--- config.mk ---
export PLATFORM = sky130hd
export DESIGN_NAME = reg4_ctrl_seq
export DESIGN_NICKNAME = d
export VERILOG_FILES = /design/src/rtl/reg4_seq_pkg.sv /design/src/rtl/reg4_shadow_model.sv /design/src/rtl/reg4_ctrl_seq.sv
export SDC_FILE = /design/constraint.sdc
export NUM_CORES = 1
export LEC_CHECK = 0
export CAP_MARGIN = 20
export CORE_MARGIN = 4
export CORE_UTILIZATION = 45
export CTS_CLUSTER_SIZE = 16
export DETAILED_ROUTE_END_ITERATION = 10
export PLACE_DENSITY = 0.81
export SLEW_MARGIN = 20
export SYNTH_ARGS = -nofsm -noshare
export SYNTH_HDL_FRONTEND = slang
export SYNTH_SLANG_ARGS = --single-unit
--- constraint.sdc ---
create_clock -name clk -period 2.4 [get_ports clk]
set_input_delay 0.24 -clock clk [delete_from_list [all_inputs] [get_ports clk]]
set_output_delay 0.24 -clock clk [all_outputs]
set_load 0.01 [all_outputs]
--- src/rtl/reg4_seq_pkg.sv ---
// Shared types for the 4-bit register command sequencer: op codes, FSM states, default widths.
package reg4_seq_pkg;

  localparam int WIDTH_DEF = 4;
  localparam int CNT_W_DEF = 4;

  typedef enum logic [1:0] {
    OP_CLR      = 2'b00,
    OP_LOAD     = 2'b01,
    OP_INC      = 2'b10,
    OP_LOAD_INC = 2'b11
  } op_e;

  typedef enum logic [2:0] {
    ST_IDLE = 3'd0,
    ST_CLR  = 3'd1,
    ST_LOAD = 3'd2,
    ST_INC  = 3'd3,
    ST_DONE = 3'd4
  } state_e;

endpackage

--- src/rtl/reg4_shadow_model.sv ---
// Shadow copy of the downstream 4-bit register; flags a sticky mismatch when the real register
// disagrees at command completion. Only instantiated when SEQ_SHADOW_CHECK_EN is defined.
module reg4_shadow_model
  import reg4_seq_pkg::*;
#(
  parameter int WIDTH = WIDTH_DEF
) (
  input  logic             clk,
  input  logic             rst_n,
  input  logic             reg_clear,
  input  logic             reg_load,
  input  logic             reg_inr,
  input  logic [WIDTH-1:0] reg_data,
  input  logic [WIDTH-1:0] reg_q,
  input  logic             check,
  output logic             mismatch
);

  logic [WIDTH-1:0] shadow;
  logic             valid;

  always_ff @(posedge clk) begin
    if (!rst_n) begin
      shadow   <= '0;
      valid    <= 1'b0;
      mismatch <= 1'b0;
    end else begin
      if (reg_clear) begin
        shadow <= '0;
        valid  <= 1'b1;
      end else if (reg_load) begin
        shadow <= reg_data;
        valid  <= 1'b1;
      end else if (reg_inr) begin
        shadow <= shadow + 1'b1;
      end
      // Until a clear or load has been seen the register contents are unknown, so no check.
      if (check && valid && (reg_q != shadow))
        mismatch <= 1'b1;
    end
  end

endmodule

--- src/rtl/reg4_ctrl_seq.sv ---
// Command sequencer for the 4-bit clear/load/increment register: one command per handshake,
// single-cycle mutually exclusive strobes. Optional shadow check under SEQ_SHADOW_CHECK_EN.
//
// state   | meaning
// IDLE    | waiting for a command, cmd_ready high
// CLR     | reg_clear strobe this cycle
// LOAD    | reg_load strobe this cycle (LOAD or first phase of LOAD_INC)
// INC     | reg_inr strobe this cycle, cnt_q strobes remaining including this one
// DONE    | done pulse, back to IDLE next
module reg4_ctrl_seq
  import reg4_seq_pkg::*;
#(
  parameter int WIDTH = WIDTH_DEF,
  parameter int CNT_W = CNT_W_DEF
) (
  input  logic             clk,
  input  logic             rst_n,
  input  logic             cmd_valid,
  output logic             cmd_ready,
  input  logic [1:0]       cmd_op,
  input  logic [WIDTH-1:0] cmd_data,
  input  logic [CNT_W-1:0] cmd_cnt,
  output logic             reg_clear,
  output logic             reg_load,
  output logic             reg_inr,
  output logic [WIDTH-1:0] reg_data,
  input  logic [WIDTH-1:0] reg_q,
  output logic             busy,
  output logic             done,
  output logic             mismatch
);

  state_e           state;
  op_e              op_q;
  logic [CNT_W-1:0] cnt_q;

  assign cmd_ready = (state == ST_IDLE) && rst_n;
  assign busy      = (state != ST_IDLE);

  always_ff @(posedge clk) begin
    if (!rst_n) begin
      state     <= ST_IDLE;
      op_q      <= OP_CLR;
      cnt_q     <= '0;
      reg_clear <= 1'b0;
      reg_load  <= 1'b0;
      reg_inr   <= 1'b0;
      reg_data  <= '0;
      done      <= 1'b0;
    end else begin
      reg_clear <= 1'b0;
      reg_load  <= 1'b0;
      reg_inr   <= 1'b0;
      done      <= 1'b0;
      unique case (state)
        ST_IDLE: begin
          if (cmd_valid) begin
            op_q     <= op_e'(cmd_op);
            reg_data <= cmd_data;
            cnt_q    <= cmd_cnt;
            unique case (op_e'(cmd_op))
              OP_CLR: begin
                state     <= ST_CLR;
                reg_clear <= 1'b1;
              end
              OP_LOAD, OP_LOAD_INC: begin
                state    <= ST_LOAD;
                reg_load <= 1'b1;
              end
              OP_INC: begin
                if (cmd_cnt == '0) begin
                  state <= ST_DONE;
                  done  <= 1'b1;
                end else begin
                  state   <= ST_INC;
                  reg_inr <= 1'b1;
                end
              end
              default: state <= ST_IDLE;
            endcase
          end
        end
        ST_CLR: begin
          state <= ST_DONE;
          done  <= 1'b1;
        end
        ST_LOAD: begin
          if ((op_q == OP_LOAD_INC) && (cnt_q != '0)) begin
            state   <= ST_INC;
            reg_inr <= 1'b1;
          end else begin
            state <= ST_DONE;
            done  <= 1'b1;
          end
        end
        ST_INC: begin
          // The strobe visible this cycle consumes one count at the closing edge.
          if (cnt_q != '0)
            cnt_q <= cnt_q - 1'b1;
          if ((cnt_q == CNT_W'(1)) || (cnt_q == '0)) begin
            state <= ST_DONE;
            done  <= 1'b1;
          end else begin
            reg_inr <= 1'b1;
          end
        end
        ST_DONE: state <= ST_IDLE;
        default: state <= ST_IDLE;
      endcase
    end
  end

`ifdef SEQ_SHADOW_CHECK_EN
  reg4_shadow_model #(
    .WIDTH(WIDTH)
  ) u_shadow (
    .clk      (clk),
    .rst_n    (rst_n),
    .reg_clear(reg_clear),
    .reg_load (reg_load),
    .reg_inr  (reg_inr),
    .reg_data (reg_data),
    .reg_q    (reg_q),
    .check    (state == ST_DONE),
    .mismatch (mismatch)
  );
`else
  logic unused_reg_q;
  assign unused_reg_q = ^reg_q;
  assign mismatch     = 1'b0;
`endif

endmodule
==> results of run 1 <==
## state kept, by name, indices dropped and copies added (netlist names)
register,cells
reg_data,4
reg_inr,1
op_q,2
cnt_q,4
done,1
state,3
reg_clear,1
reg_load,1
## final timing paths
kind,end,cells after the start
max,cmd_ready,4
min,reg_data[1]$_SDFFE_PN0P_,2
max reg2reg,cnt_q[1]$_SDFFE_PN0P_,6
min reg2reg,reg_data[1]$_SDFFE_PN0P_,2
## routing by layer
metal	routed length, um	GRT usage, %	vias up
met2	968	28.1	23
met1	866	18.3	360
met4	9	2.98	0
li1	-	-	399
met3	112	5.13	2
met5	0	0	-
## cell type report
type | count | area share [%]
Tap cell | 25 | 2.75
Sequential cell | 17 | 30.0
Multi-Input combinational cell | 74 | 43.2
Clock buffer | 3 | 1.98
Inverter | 5 | 1.65
Clock inverter | 1 | 0.441
Timing Repair Buffer | 23 | 20.0
## layout by cell type (no fill, tap or decap), types with 2 or more instances in the layout
| cell type | count |
|---|---|
| clkdlybuf4s50_1 | 22 |
| nand2_1 | 17 |
| dfxtp_1 | 17 |
| a21oi_1 | 10 |
| inv_1 | 4 |
| o21ai_0 | 4 |
| nor3_1 | 3 |
| nor2_1 | 3 |
| nand2b_1 | 3 |
| nand3b_1 | 3 |
| ha_1 | 3 |
| clkbuf_4 | 3 |
| nand3_1 | 2 |
| o31ai_1 | 2 |
| a211oi_1 | 2 |
## cell families (layout without fill, tap and decap cells)
group	Yosys count	after routing	share of synthesized area, %
buffers and inverters	10	32	7.26
adders and majority gates	3	3	4.19
other	1	1	0.419
AOI/OAI and AO/OA	26	26	19.6
and+or+nand+nor	44	44	30.6
DFF	17	17	38.0
## report_power, final
group	switching, mW	internal, mW	total [mW]	leakage [nW]
Combinational	0.0807	0.0905	0.171	0.274
Sequential	0.0234	0.305	0.328	0.139
Clock	0.0891	0.0619	0.151	0.0177
## worst register-to-register path, cell delays in order, from the launching register on
cell and delay [ps]:
dfxtp_1 330, inv_1 130, ha_1 210, or3b_2 490
a21o_1 260, or2_2 300, a21oi_1 110
==> results.md, run 1 <==
- Die Span X: around 53 um
- Largest vdd supply drop: between 0.3 and 0.4 mV
- Top delay family on crit path: buffers and inverters
- Async S/R FF share, synth: 0%
- Pwr/cell area: 573 mW/mm^2
- Status: completed
- CP startpoint: state[0]$_SDFFE_PN0P_
- Syn-to-layout area delta: 26.8%
- Gr ovfl total: 0
- Critical path fanouts, max: 11
- CP Class: reg -> out
- Number of synthesized flops with an enable pin: 0
- Final WS setup: between 300 and 400 ps
- Die height: between 50 and 60 um
- Post-Route WL: 1960 um
- Clock buffer depth: 2
- Largest cells by area after synthesis: dfxtp_1 38%, nand2_1 7.1%, a21oi_1 5.6%
- Startpoint class of the critical path: flip-flop
- Slew @ Worst Pin: between 600 and 700 ps
- Multi-input gate area in the final layout: about 490 um^2
- Number of fill cells: ~170
- Fin Hold WS: approximately 460 ps
- Post-DP HPWL: around 1500 um
- Post-synth top cells: 17 x dfxtp_1, 17 x nand2_1, 10 x a21oi_1
- Initial antenna violation count: 0
- Max stage delay cell, worst path: clkdlybuf4s50_1
- Syn avg cell area: between 8 and 9 um^2
- Clock skew: 4.49 ps
- Number of global-route vias before repair: 746
- Slew HR: a little over half
- Final worst-path cycle share: between 80% and 90%
- Worst r2r src: cnt_q[0]$_SDFFE_PN0P_
- Hold buffers post-CTS: 0
- Clk Latency, worst-skew pair: roughly 290 ps
- Iteration-0 DRC count of the detailed router: 9
- TritonCTS buffer count: 3
- Ys Warns: 0
- Fmax: 485 MHz
- RSZ-0062 raised after global routing: no
- Fin area: between 0.001 and 0.0015 mm^2
- First-pass GRT wire length: about 3300 um
- Final worst path period need: between 2000 and 2500 ps
- Post-synth top area share: between 30 and 40%
- Design Power: about 0.65 mW
- Core Region: roughly 0.0018 mm^2
- CTS tree: built
- Setup-failing EPs final: 0
- Die area: between 0.002 and 0.003 mm^2
- # port buffers: 22
- CTS H-Tree Depth: 1
- Reg2Reg Setup Slack: around 520 ps
- Post-synthesis cell type count: 39
- Drt wl/cell: 13.2 um
- Most used DFF post-synth: dfxtp_1
- Sequential-to-total area share from yosys stat: a little under two fifths
- Hold Path Origin: reg_data[1]$_SDFFE_PN0P_
- Post-DP Area: about 0.0011 mm^2
- Worst Path Buf+Inv: 2
- P_leak: 0.431 nW
- Mapped Area: between 800 and 900 um^2
- Final std cells w/o fill: about 150
- Routed Antenna Nets: 0
- GP Congestion: ~0.80
- Detailed-route vias per instance: 5.30
- Antenna Cells: 0
- Max-slew violations: 0
- Largest area contributor in the netlist: dfxtp_1
- Total negative setup slack: 0 ps
- Setup crit end kind: primary output
- CP required: roughly 2200 ps
- Postcts setup bufs: 0
- Final routed DRC violation total: 0
- Min-delay worst type: reg -> reg
- Cts repair resizes: 0
- Initial Util: roughly 50%
- Dpl ws: around 420 ps
- Clk sinks: 17
- Number of synthesized register bits: 17
- Final core occ: between 60% and 70%
- Drt pass-1 iters: 4
- Max cap viols: 0
- Final hold viol count: 0
- FF/Latch Area: 340 um^2
- Placed Instances: around 140
- Worst path max stage delay: approximately 560 ps
- Row cnt: 15
- Clock Root Buffer: clkbuf_4
- Largest net degree at the start of global routing: 12
- Syn Nets: roughly 120
- I/O Pins: 28
- Via count: slightly below 800
- Final nets: between 100 and 150
- GRT Overall Usage: between 15 and 20%
- Crit-path cells: nor3_1 -> inv_1 -> nor2_1 -> clkdlybuf4s50_1
- Clock slew at reported path FFs: ~100 ps
- Cell count after synthesis: between 100 and 150
- Share of cells above drive strength 1: 10.6%
- Crit path DAT: between 1500 and 2000 ps
Power figures use the tool's default switching activity.
==> inputs of run 2 (changes only) <==
==> constraint.sdc (replaced) <==
create_clock -name clk -period 2.25 [get_ports clk]
set_input_delay 0.225 -clock clk [delete_from_list [all_inputs] [get_ports clk]]
set_output_delay 0.225 -clock clk [all_outputs]
set_load 0.01 [all_outputs]
==> results.md, run 2 (synthesis gave the netlist of run 1 again) <==
- CP startpoint: state[0]$_SDFFE_PN0P_
- Max-slew violations: 0
- Clock Root Buffer: clkbuf_4
- Most frequent cells in the layout: 22 x clkdlybuf4s50_1, 17 x nand2_1, 17 x dfxtp_1, 10 x a21oi_1
- Clock skew: about 4.7 ps
- Status: completed
- Postcts setup bufs: 0
- Gate power share: between 20% and 30%
- Placed Instances: ~150
- Crit-path cells: nor3_1 -> inv_1 -> nor2_1 -> clkdlybuf4s50_1
- CP Class: reg -> out
- Cts repair resizes: 0
- Hold buffers post-CTS: 0
- Drt wl/cell: about 13 um
- CP required: about 2000 ps
- CTS tree: built
- Max stage delay cell, worst path: clkdlybuf4s50_1
- Drt pass-1 iters: 3
- WL met3: approximately 86 um
- P_leak: between 0.4 and 0.5 nW
- Worst-case reg-to-reg path depth: 6
- Worst r2r src: cnt_q[0]$_SDFFE_PN0P_
- Share of cells above drive strength 1: about an eighth
- Row cnt: 15
- Startpoint class of the critical path: flip-flop
- Top delay family on crit path: buffers and inverters
- Total negative setup slack: 0 ps
- Hold Path Origin: reg_data[2]$_SDFFE_PN0P_
- Clk sinks: 17
- Final hold viol count: 0
- TritonCTS buffer count: 3
- Fmax: 498 MHz
- Syn-to-layout area delta: 28.5%
- Die area: between 0.002 and 0.003 mm^2
- Final core occ: 63.9%
- Initial antenna violation count: 0
- Clock slew at reported path FFs: 100 ps
- Worst setup path endpoint: cmd_ready
- Post-DP HPWL: ~1600 um
- Sequential Power Share: slightly above 50%
- CTS H-Tree Depth: 1
- Core Region: between 0.0015 and 0.002 mm^2
- P_int: ~0.49 mW
- Die height: ~53 um
- Final routed DRC violation total: 0
- Final nets: ~150
- Setup crit end kind: primary output
- Antenna Cells: 0
- Number of global-route vias before repair: approximately 810
- RSZ-0062 raised after global routing: no
- Biggest regs: cnt_q x4, reg_data x4, state x3
- # port buffers: 22
- GRT Overall Usage: 16.2%
- Stages on the worst setup path: 4
- Clock buffer depth: 2
- NetSw: slightly above 0.2 mW
- Detailed-route vias per instance: between 5 and 6
- Iteration-0 DRC count of the detailed router: 8
- Pwr/cell area: 605 mW/mm^2
- GP Congestion: 0.811
- Crit path DAT: 1780 ps
- WL met2: a little over 1000 um
- Critical path fanouts, max: 11
- Setup-failing EPs final: 0
- Clk Latency, worst-skew pair: ~290 ps
- Final std cells w/o fill: 150
- Worst Path Buf+Inv: 2
- Routed length on met1: a little over 800 um
- Reg2Reg Setup Slack: about 340 ps
- Gr ovfl total: 0
- Final worst-path cycle share: 89.3%
- Via count: 820
- Worst path max stage delay: around 560 ps
- Number of fill cells: 170
- Highest metal used: met4
- Final worst path period need: 2010 ps
- First-pass GRT wire length: about 3400 um
- Largest net degree at the start of global routing: 12
- Max cap viols: 0
- Die Span X: 52.6 um
- Worst hold path cell count: 2
- I/O Pins: 28
- Min-delay worst type: reg -> reg
- Post-Route WL: between 1500 and 2000 um
- RR Endpoint: cnt_q[1]$_SDFFE_PN0P_
- Initial Util: between 40% and 50%
- Largest vdd supply drop: 0.398 mV
- Routed Antenna Nets: 0
- Clock group share of total power: a little under a quarter
- Leading cell type in the layout, fill and taps excluded: clkdlybuf4s50_1
- Net Sw Frac: between 20 and 30%
-- run 2: changes by cell type in the layout (fill, tap and decap cells not counted) --
cell   before  now
buf_4       1    3
-- run 2: per-stage QoR --
stage	cell area [um^2]	total power, mW	hold slack, ps	worst slack (ps)
floorplan	896	0.471	301	537
global placement	1120	0.537	442	311
detailed placement	1120	0.546	449	278
CTS	1150	0.708	467	222
global route	1150	0.747	483	114
finish	1150	0.697	462	241
-- run 2: how the worst min path moves through the flow --
stage / endpoint / slack, ps
2_1_floorplan: reg_clear$_SDFF_PN0_ / 300
3_3_place_gp: reg_data[0]$_SDFFE_PN0P_ / 440
3_5_place_dp: reg_data[0]$_SDFFE_PN0P_ / 450
4_1_cts: reg_data[2]$_SDFFE_PN0P_ / 470
5_1_grt: reg_data[1]$_SDFFE_PN0P_ / 480
6_report: reg_data[2]$_SDFFE_PN0P_ / 460
-- run 2: cell type report --
cell class	count	area, um^2	area share (%)
multi-input combinational	74	490	42.6
sequential	17	340	29.6
timing repair buffer	25	243	21.1
tap	25	31.3	2.72
clock buffer	3	22.5	1.96
inverter	5	18.8	1.63
clock inverter	1	5.00	0.435
-- run 2: worst reg2reg max path, stage by stage (launching register included) --
cell,delay (ps)
dfxtp_1,340
inv_1,130
ha_1,210
or3b_2,500
a21o_1,260
or2_2,300
a21oi_1,110
-- run 2: power groups by stage --
stage          sequential (mW)  clock, mW  combinational, mW
6_report                 0.350      0.159              0.187
5_1_grt                  0.355      0.183              0.209
4_1_cts                  0.350      0.168              0.190
3_5_place_dp             0.357          0              0.189
3_3_place_gp             0.356          0              0.181
2_1_floorplan            0.350          0              0.120
-- run 2: layer usage --
layer	global-route usage (%)	vias to the layer above
li1	-	409
met1	17.2	390
met2	29.8	16
met3	2.85	5
met4	8.94	0
met5	0	-
==> inputs of run 3 (changes only) <==
--- a/config.mk
+++ b/config.mk
@@ -11,6 +11,7 @@
 export CTS_CLUSTER_SIZE = 16
 export DETAILED_ROUTE_END_ITERATION = 10
 export PLACE_DENSITY = 0.81
+export REMOVE_ABC_BUFFERS = 1
 export SLEW_MARGIN = 20
 export SYNTH_ARGS = -nofsm -noshare
 export SYNTH_HDL_FRONTEND = slang
==> results.md, run 3 (synthesis gave the netlist of run 1 again) <==
- TritonCTS buffer count: 3
- Hold buffers post-CTS: 0
- Slew HR: approximately 58%
- Clk sinks: 17
- Post-DP HPWL: ~1500 um
- Final core occ: a little under two thirds
- RR Endpoint: cnt_q[1]$_SDFFE_PN0P_
- P_leak: between 0.4 and 0.5 nW
- Max stage delay cell, worst path: clkdlybuf4s50_1
- Biggest regs: cnt_q x4, reg_data x4, state x3
- I/O Pins: 28
- GRT Overall Usage: around 15%
- Pwr/cell area: just over 600 mW/mm^2
- CTS tree: built
- First-pass GRT wire length: a little over 3000 um
- Fmax: about 500 MHz
- Initial antenna violation count: 0
- Largest net degree at the start of global routing: 12
- Largest vdd supply drop: 0.347 mV
- Multi-input gate area in the final layout: 490 um^2
- Initial Util: 49.7%
- CTS H-Tree Depth: 1
- Final routed DRC violation total: 0
- # port buffers: 22
- Most frequent cells in the layout: 22 x clkdlybuf4s50_1, 17 x nand2_1, 17 x dfxtp_1, 10 x a21oi_1
- Min-delay worst type: reg -> reg
- Final worst-path cycle share: 89.6%
- Hold Path Sink: reg_data[3]$_SDFFE_PN0P_
- Clock slew at reported path FFs: about 100 ps
- Gr ovfl total: 0
- Via count: around 800
- Postcts setup bufs: 0
- Final nets: 145
- Clock Root Buffer: clkbuf_4
- Drt wl/cell: 13.1 um
- Drt pass-1 iters: 4
- Worst-case reg-to-reg path depth: 6
- Setup-failing EPs final: 0
- Hold Path Origin: reg_data[3]$_SDFFE_PN0P_
- Slew @ Worst Pin: approximately 630 ps
- Worst hold path cell count: 2
- Leading cell type in the layout, fill and taps excluded: clkdlybuf4s50_1
- Placed Instances: between 100 and 150
- Post-DP Area: about 0.0011 mm^2
- CP Class: reg -> out
- Clock skew: roughly 0.6 ps
- GP Congestion: 0.859
- FF/Latch Area: 340 um^2
- Core Region: 0.00180 mm^2
- Antenna Cells: 0
- Final hold viol count: 0
- Fin Hold WS: 468 ps
- CP required: 2030 ps
- Number of fill cells: 167
- Syn-to-layout area delta: 27.7%
- Clock buffer depth: 2
- Status: completed
- Post-Route WL: roughly 2000 um
- Worst r2r src: cnt_q[0]$_SDFFE_PN0P_
- Clk Latency, worst-skew pair: about 280 ps
- Max cap viols: 0
- Routed Antenna Nets: 0
- Cts repair resizes: 0
- Top delay family on crit path: buffers and inverters
- Setup crit end kind: primary output
- Reg2Reg Setup Slack: 370 ps
- Fin area: ~0.0011 mm^2
- Final WS setup: 233 ps
- Dpl ws: between 200 and 300 ps
- Row cnt: 15
- Crit path DAT: roughly 1800 ps
- Worst path max stage delay: about 560 ps
- Design Power: 0.697 mW
- Die area: between 0.002 and 0.003 mm^2
- Critical path fanouts, max: 11
- Share of cells above drive strength 1: between 10% and 20%
- Die height: ~53 um
- Number of global-route vias before repair: ~740
- Die Span X: 52.6 um
- Total negative setup slack: 0 ps
- Max-slew violations: 0
- Crit-path cells: nor3_1 -> inv_1 -> nor2_1 -> clkdlybuf4s50_1
- Startpoint class of the critical path: flip-flop
- Detailed-route vias per instance: about 5.4
- Final worst path period need: between 2000 and 2500 ps
- Final std cells w/o fill: 149
- Iteration-0 DRC count of the detailed router: 18
- Worst Path Buf+Inv: 2
- RSZ-0062 raised after global routing: no
==> run 3: changes by cell type in the layout (fill, tap and decap cells not counted), sizes merged <==
cell  previous run  this run
buf              3         2
==> run 3: per-layer routing <==
metal  up-vias  share of wire (%)  GRT usage (%)
met5         -                  0              0
met4         0                1.2           8.51
met3         2                5.6           3.13
met2        21                 50           24.4
met1       375                 43           18.4
li1        403                  -              -
==> run 3: worst max-delay path by stage <==
stage,from,to,slack (ps),depth (start not counted)
floorplan,cnt_q[0]$_SDFFE_PN0P_,cnt_q[1]$_SDFFE_PN0P_,540,6
global placement,cmd_valid,reg_inr$_SDFF_PN0_,310,5
detailed placement,cmd_valid,reg_inr$_SDFF_PN0_,290,5
CTS,state[0]$_SDFFE_PN0P_,cmd_ready,220,4
global route,state[0]$_SDFFE_PN0P_,cmd_ready,70,4
finish,state[0]$_SDFFE_PN0P_,cmd_ready,230,4
==> run 3: cell type report <==
type / count / area share [%]
clock buffer: 3 / 1.97
clock inverter: 1 / 0.438
inverter: 5 / 1.64
multi-input combinational: 74 / 42.9
sequential: 17 / 29.8
tap: 25 / 2.74
timing repair buffer: 24 / 20.6
==> run 3: where the power goes <==
| part | switching [mW] | total [mW] | internal, mW |
|---|---|---|---|
| clock | 0.0939 | 0.160 | 0.0660 |
| sequential | 0.0257 | 0.351 | 0.325 |
| combinational | 0.0865 | 0.186 | 0.0996 |
==> run 3: worst reg2reg max path, cell delays in order (launching register included) <==
cell,delay (ps)
dfxtp_1,340
inv_1,130
ha_1,210
or3b_2,490
a21o_1,250
or2_2,290
a21oi_1,110
==> variant 1, RTL diff (flow settings as in run 2) <==
Build with the macro `SEQ_SHADOW_CHECK_EN` defined.
--- a/src/rtl/reg4_ctrl_seq.sv
+++ b/src/rtl/reg4_ctrl_seq.sv
@@ -8,4 +8,6 @@
 // INC     | reg_inr strobe this cycle, cnt_q strobes remaining including this one
 // DONE    | done pulse, back to IDLE next
+`define SEQ_SHADOW_CHECK_EN
+
 module reg4_ctrl_seq
   import reg4_seq_pkg::*;
Formal check against the unedited RTL: not equivalent (a bounded check fails within 4 cycles, from zero or initial values and one cycle with rst_n low).
==> variant 1 against run 2 <==
  * Sequential cell count grew 6
  * Wire length grew 31%
  * Worst hold slack better by 0.0081 ns
  * Synthesized cell count rose by 30%
  * Synthesized area rose by 32%
  * Maximum frequency increased by 5.7%
  * Utilization decreased by 3.9 points
  * Register-to-register slack improved by 0.20 ns
  * Worst setup slack better by 0.11 ns
  * Power is 28% higher
  * Design area is 30% higher
  * Clock power is 18% higher
  * Sequential share of layout area increased by 1.2 points
  * Highest routed layer unchanged
==> variant 1: results (changes against run 2) <==
SYNTH_TOP_CELLS_BY_COUNT='dfxtp_1, nand2_1, nor2_1'  # was dfxtp_1, nand2_1, a21oi_1, inv_1, o21ai_0
CRITICAL_PATH.STARTPOINT='state[2]'  # was state[0]
CTS.REPORTEDPATHS.CLKPINSLEW_NS=0.13  # was 0.10 ns
GRT_START_MAX_NET_PINS=18  # was 12
CRITICAL_PATH.MAX_FANOUT=7  # was 11
FIN_NETS=181  # was 146
VIAS=1027  # was 820
SYNTH_TOP_CELLS_BY_AREA='dfxtp_1, nand2_1, mux2i_1'  # was dfxtp_1, nand2_1, a21oi_1
ROUTEDWLPERCELL_UM=13.6  # was 13.0 µm
GRT_USAGE=0.157  # was 0.162
GLOBALPLACE.CONGESTION=0.867  # was 0.811
PRE_CTS_SLACK_NS=0.389  # was 0.278 ns
BIGGEST_REGS='cnt_q (4), reg_data (4), u_shadow.shadow (4)'  # was cnt_q (4), reg_data (4), state (3)
POST_ROUTE_CELLS_DRIVE_ABOVE_1_SHARE=0.0692  # was 0.120
WORST_R2R_STARTPOINT='state[0]'  # was cnt_q[0]
WORST_HOLD_PATH_TYPE='in -> reg'  # was reg -> reg
SYNTH_SEQUENTIAL_AREA_RATIO=0.389  # was 0.380
CELLLEAKAGEPOWER_nW=0.573  # was 0.441 nW
POSTSYNTHNETCOUNT=152  # was 121
DRT_ITER0_DRC=26  # was 8
TIMING.REG2REG.SETUP_SLACK_NS=0.54  # was 0.34 ns
IR_WORST_VDD_mV=0.272  # was 0.398 mV
PORTBUFFERS=27  # was 22
SYNTHCELLS=131  # was 101
YS_TYPES=43  # was 39
WORST_EP_ARRIVAL_TIME_NS=1.68  # was 1.78 ns
MIN-DELAY-START='cmd_data[1]'  # was reg_data[2]
OUTCOME='complete, no violations'  # unchanged
[variant 1: cell types whose count changed in the layout (fill, tap and decap cells not counted), sizes merged, moves of 3 or more]
cell	before	now
nor2	3	10
a21oi	10	6
mux2i	0	6
clkdlybuf4s50	22	27
dfxtp	17	23
xnor2	0	3
xor2	0	5
a21boi	0	8
[variant 1: area by class of cell]
cell class                      instances  area [µm²]
Fill cell                             232        1000
Multi-Input combinational cell         98         671
Sequential cell                        23         460
Timing Repair Buffer                   29         285
Tap cell                               30        37.5
Clock buffer                            4        26.3
Inverter                                5        18.8
[variant 1: cells by family after synthesis]
logic type	synth area share
buf+inv	0.0454
compound gates	0.188
xor+xnor	0.0591
simple gates	0.226
fa+ha+maj	0.0422
flops	0.389
mux	0.0507
[variant 1: final timing paths]
| check | to | depth (start not counted) |
|---|---|---|
| hold reg to reg | op_q[0] | 2 |
| setup reg to reg | cnt_q[2] | 4 |
| hold / removal | reg_data[1] | 3 |
| setup / recovery | cmd_ready | 3 |
[variant 1: stage by stage]
step	utilization	hold WS [ns]	instance area [µm²]	std cells
3_3_place_gp	0.589	0.441	1470	185
3_5_place_dp	0.589	0.451	1470	185
4_1_cts	0.600	0.470	1500	189
2_1_floorplan	-	0.301	1180	131
6_report	0.600	0.470	1500	189
5_1_grt	0.600	0.475	1500	189
[variant 1: power by group]
group / leakage, nW / total, W / switching (W) / internal [W]
logic: 0.370 / 0.000229 / 0.000107 / 0.000122
registers: 0.188 / 0.000472 / 0.0000362 / 0.000436
clock network: 0.0150 / 0.000188 / 0.000119 / 0.0000690
[variant 1: worst max-delay path, stage by stage, from the launching register on]
cell	delay (ns)
dfxtp_1	0.39
nand2b_1	0.25
nor3_1	0.17
clkdlybuf4s50_1	0.56
[variant 1: layer usage]
metal | up-vias | wire [µm] | GRT usage
met5 | - | 0 | 0
met4 | 0 | 23 | 0.0356
met3 | 4 | 153 | 0.0283
met2 | 26 | 1300 | 0.290
met1 | 483 | 1090 | 0.184
li1 | 514 | - | -
==> variant 2, RTL diff (settings of run 2) <==
Made on the original files. The 5 states of `state_e` get a one-hot encoding in 5 bits.
--- a/src/rtl/reg4_seq_pkg.sv
+++ b/src/rtl/reg4_seq_pkg.sv
@@ -12,10 +12,10 @@
   } op_e;
 
-  typedef enum logic [2:0] {
-    ST_IDLE = 3'd0,
-    ST_CLR  = 3'd1,
-    ST_LOAD = 3'd2,
-    ST_INC  = 3'd3,
-    ST_DONE = 3'd4
+  typedef enum logic [4:0] {
+    ST_IDLE = 5'b00001,
+    ST_CLR  = 5'b00010,
+    ST_LOAD = 5'b00100,
+    ST_INC  = 5'b01000,
+    ST_DONE = 5'b10000
   } state_e;
 
Behaviour: same outputs for any inputs over 10 cycles, from zero or initial values and one cycle with rst_n low; not proved beyond that.
==> variant 2 against run 2 <==
  * Power up 16%
  * Count of clock-buffer cells in the layout unchanged
  * Sequential cell count is 2 higher
  * First-iteration DRC count grew to 4.9 times the old value
  * Global-route usage increased by 0.75 points
  * Die area up 14%
  * Synthesized area rose by 16%
  * Design area up 13%
  * Wire length rose by 26%
  * Clock power up 11%
  * Clock skew down 0.00074 ns
  * Worst hold slack improved by 0.041 ns
  * Worst setup slack got worse by 0.098 ns
  * Highest routed layer unchanged
==> variant 2: results (changes against run 2) <==
GLOBALROUTEMET1UTIL=0.198  # was 0.172
BIGGEST_REGS='state (5), cnt_q (4), reg_data (4)'  # was cnt_q (4), reg_data (4), state (3)
RR_ENDPOINT='cnt_q[3]'  # was cnt_q[1]
CRITICAL_PATH.STARTPOINT='state[1]'  # was state[0]
VIAS_IN_THE_FIRST_GLOBAL_ROUTE=913  # was 811
CRITICAL-PATH-MAX-STAGE-DELAY_NS=0.55
DRT_ITER0_DRC=39  # was 8
SYNTH_SEQUENTIAL_AREA_RATIO=0.366  # was 0.380
CTS_MAX_PATH_BUFS=2  # unchanged
WORST_PATH_MAX_DELAY_CELL='clkdlybuf4s50_1'  # unchanged
POSTSYNTHNETCOUNT=132  # was 121
NUM_ANTENNA_CELLS=0  # unchanged
CLOCK_TREE.ROOT_CELL='clkbuf_4'  # unchanged
PLACED_CELL_AREA_MM2=0.00127  # was 0.00112 mm²
YS_TYPES=44  # was 39
GRT_START_MAX_NET_PINS=12  # unchanged
IR_WORST_VDD_mV=0.461  # was 0.398 mV
REG2REG_DEPTH=4  # was 6
FIN_SETUP_TNS_NS=0  # unchanged
ROUTE.FINAL.WIRE_LENGTH_UM=2450  # was 1950 µm
PLACED_WIRE_LENGTH_ESTIMATE_AFTER_DETAILED_PLACEMENT_UM=1840  # was 1570 µm
DR.PASS1.ITERS=4  # was 3
WORST_R2R_STARTPOINT='state[3]'  # was cnt_q[0]
GLOBALPLACE.CONGESTION=0.864  # was 0.811
FIN_NETS=156  # was 146
TIMING.REG2REG.SETUP_SLACK_NS=0.29  # was 0.34 ns
GLOBAL_ROUTE_WIRE_LENGTH_BEFORE_REPAIR_UM=4190  # was 3350 µm
CRITICAL_PATH.MAX_FANOUT=9  # was 11
GRT_UTIL_MET3=0.0464  # was 0.0285
FIN_SKEW_NS=0.00399  # was 0.00473 ns
SYNTHESIS_WARNING_TOTAL=0  # unchanged
OUTCOME='complete, no violations'  # unchanged
WORST_SETUP_PATH_ENDPOINT='cmd_ready'  # unchanged
SYNTH_TOP_CELLS_BY_COUNT='dfxtp_1, nor2_1, mux2i_1, nand2_1, nor3_1'  # was dfxtp_1, nand2_1, a21oi_1, inv_1, o21ai_0
GLOBAL_ROUTE.USAGE.MET2=0.265  # was 0.298
NFILLCELLS=208  # was 170
CELLLEAKAGEPOWER_nW=0.515  # was 0.441 nW
CLKLATENCYLATEPIN_NS=0.31  # was 0.29 ns
SYNTH_TOP_CELLS_BY_AREA='dfxtp_1, mux2i_1, nor2_1'  # was dfxtp_1, nand2_1, a21oi_1
WORST_EP_ARRIVAL_TIME_NS=1.88  # was 1.78 ns
GRT_USAGE=0.170  # was 0.162
CP_TOP_FAMILY='simple AND/OR/NAND/NOR gates'  # was buffers and inverters
TRITONCTS.NUM_BUFFERS=3  # unchanged
VIAS=955  # was 820
POST_ROUTE_CELLS_DRIVE_ABOVE_1_SHARE=0.0815  # was 0.120
==> variant 2: cell count changes in the layout (fill, tap and decap cells not counted), sizes merged, moves of 3 or more <==
cell,change
mux2i,+7
o32ai,+3
nor2,+11
nand2,-11
a21oi,-10
nor3,+3
==> variant 2: cell type report <==
class | instances | area, µm² | share of cell area
clock buffers | 3 | 22.5 | 0.0173
well taps | 28 | 35.0 | 0.0270
repair buffers | 25 | 243 | 0.187
multi-input cells | 83 | 598 | 0.460
inverters | 4 | 15.0 | 0.0116
flip-flops and latches | 19 | 380 | 0.293
clock inverters | 1 | 5.00 | 0.00385
==> variant 2: worst min-delay path by stage <==
stage | startpoint | endpoint | slack, ns | cells after the start
detailed placement | reg_data[3] | reg_data[3] | 0.49 | 2
global placement | reg_data[0] | reg_data[0] | 0.48 | 2
floorplan | cmd_op[0] | reg_clear | 0.30 | 1
global route | cmd_data[1] | reg_data[1] | 0.53 | 3
finish | reg_data[3] | reg_data[3] | 0.50 | 2
CTS | reg_data[3] | reg_data[3] | 0.51 | 2
==> variant 2: logic make-up after synthesis <==
kind of cell	count (synthesis)	share of synthesized area
and+or+nand+nor	51	0.302
AOI/OAI and AO/OA	19	0.147
DFF	19	0.366
buffers and inverters	10	0.0589
muxes	8	0.0782
adders and majority gates	3	0.0361
other	1	0.00361
xor gates and xnor gates	1	0.00843
==> variant 2: tightest hold or removal path: stages (launching register included) <==
cell,delay (ns)
dfxtp_1,0.34
mux2i_1,0.06
nor2_1,0.07
==> variant 2: through the flow <==
step | hold WS, ns | worst slack (ns) | cells
after CTS | 0.510 | 0.123 | 163
final | 0.504 | 0.142 | 163
after global routing | 0.534 | 0.0140 | 163
after floorplan | 0.302 | 0.520 | 112
after global placement | 0.476 | 0.351 | 159
after detailed placement | 0.488 | 0.332 | 159
==> variant 2: metal layers <==
metal / vias to the layer above / routed length (µm)
li1: 464 / -
met1: 445 / 1050
met2: 38 / 1160
met3: 8 / 158
met4: 0 / 93
met5: - / 0
==> variant 2: where the power goes <==
part / switching (W) / total (W) / internal (W)
combinational: 0.000111 / 0.000234 / 0.000122
clock: 0.000110 / 0.000177 / 0.0000665
sequential: 0.0000316 / 0.000395 / 0.000363
total: 0.000253 / 0.000805 / 0.000552
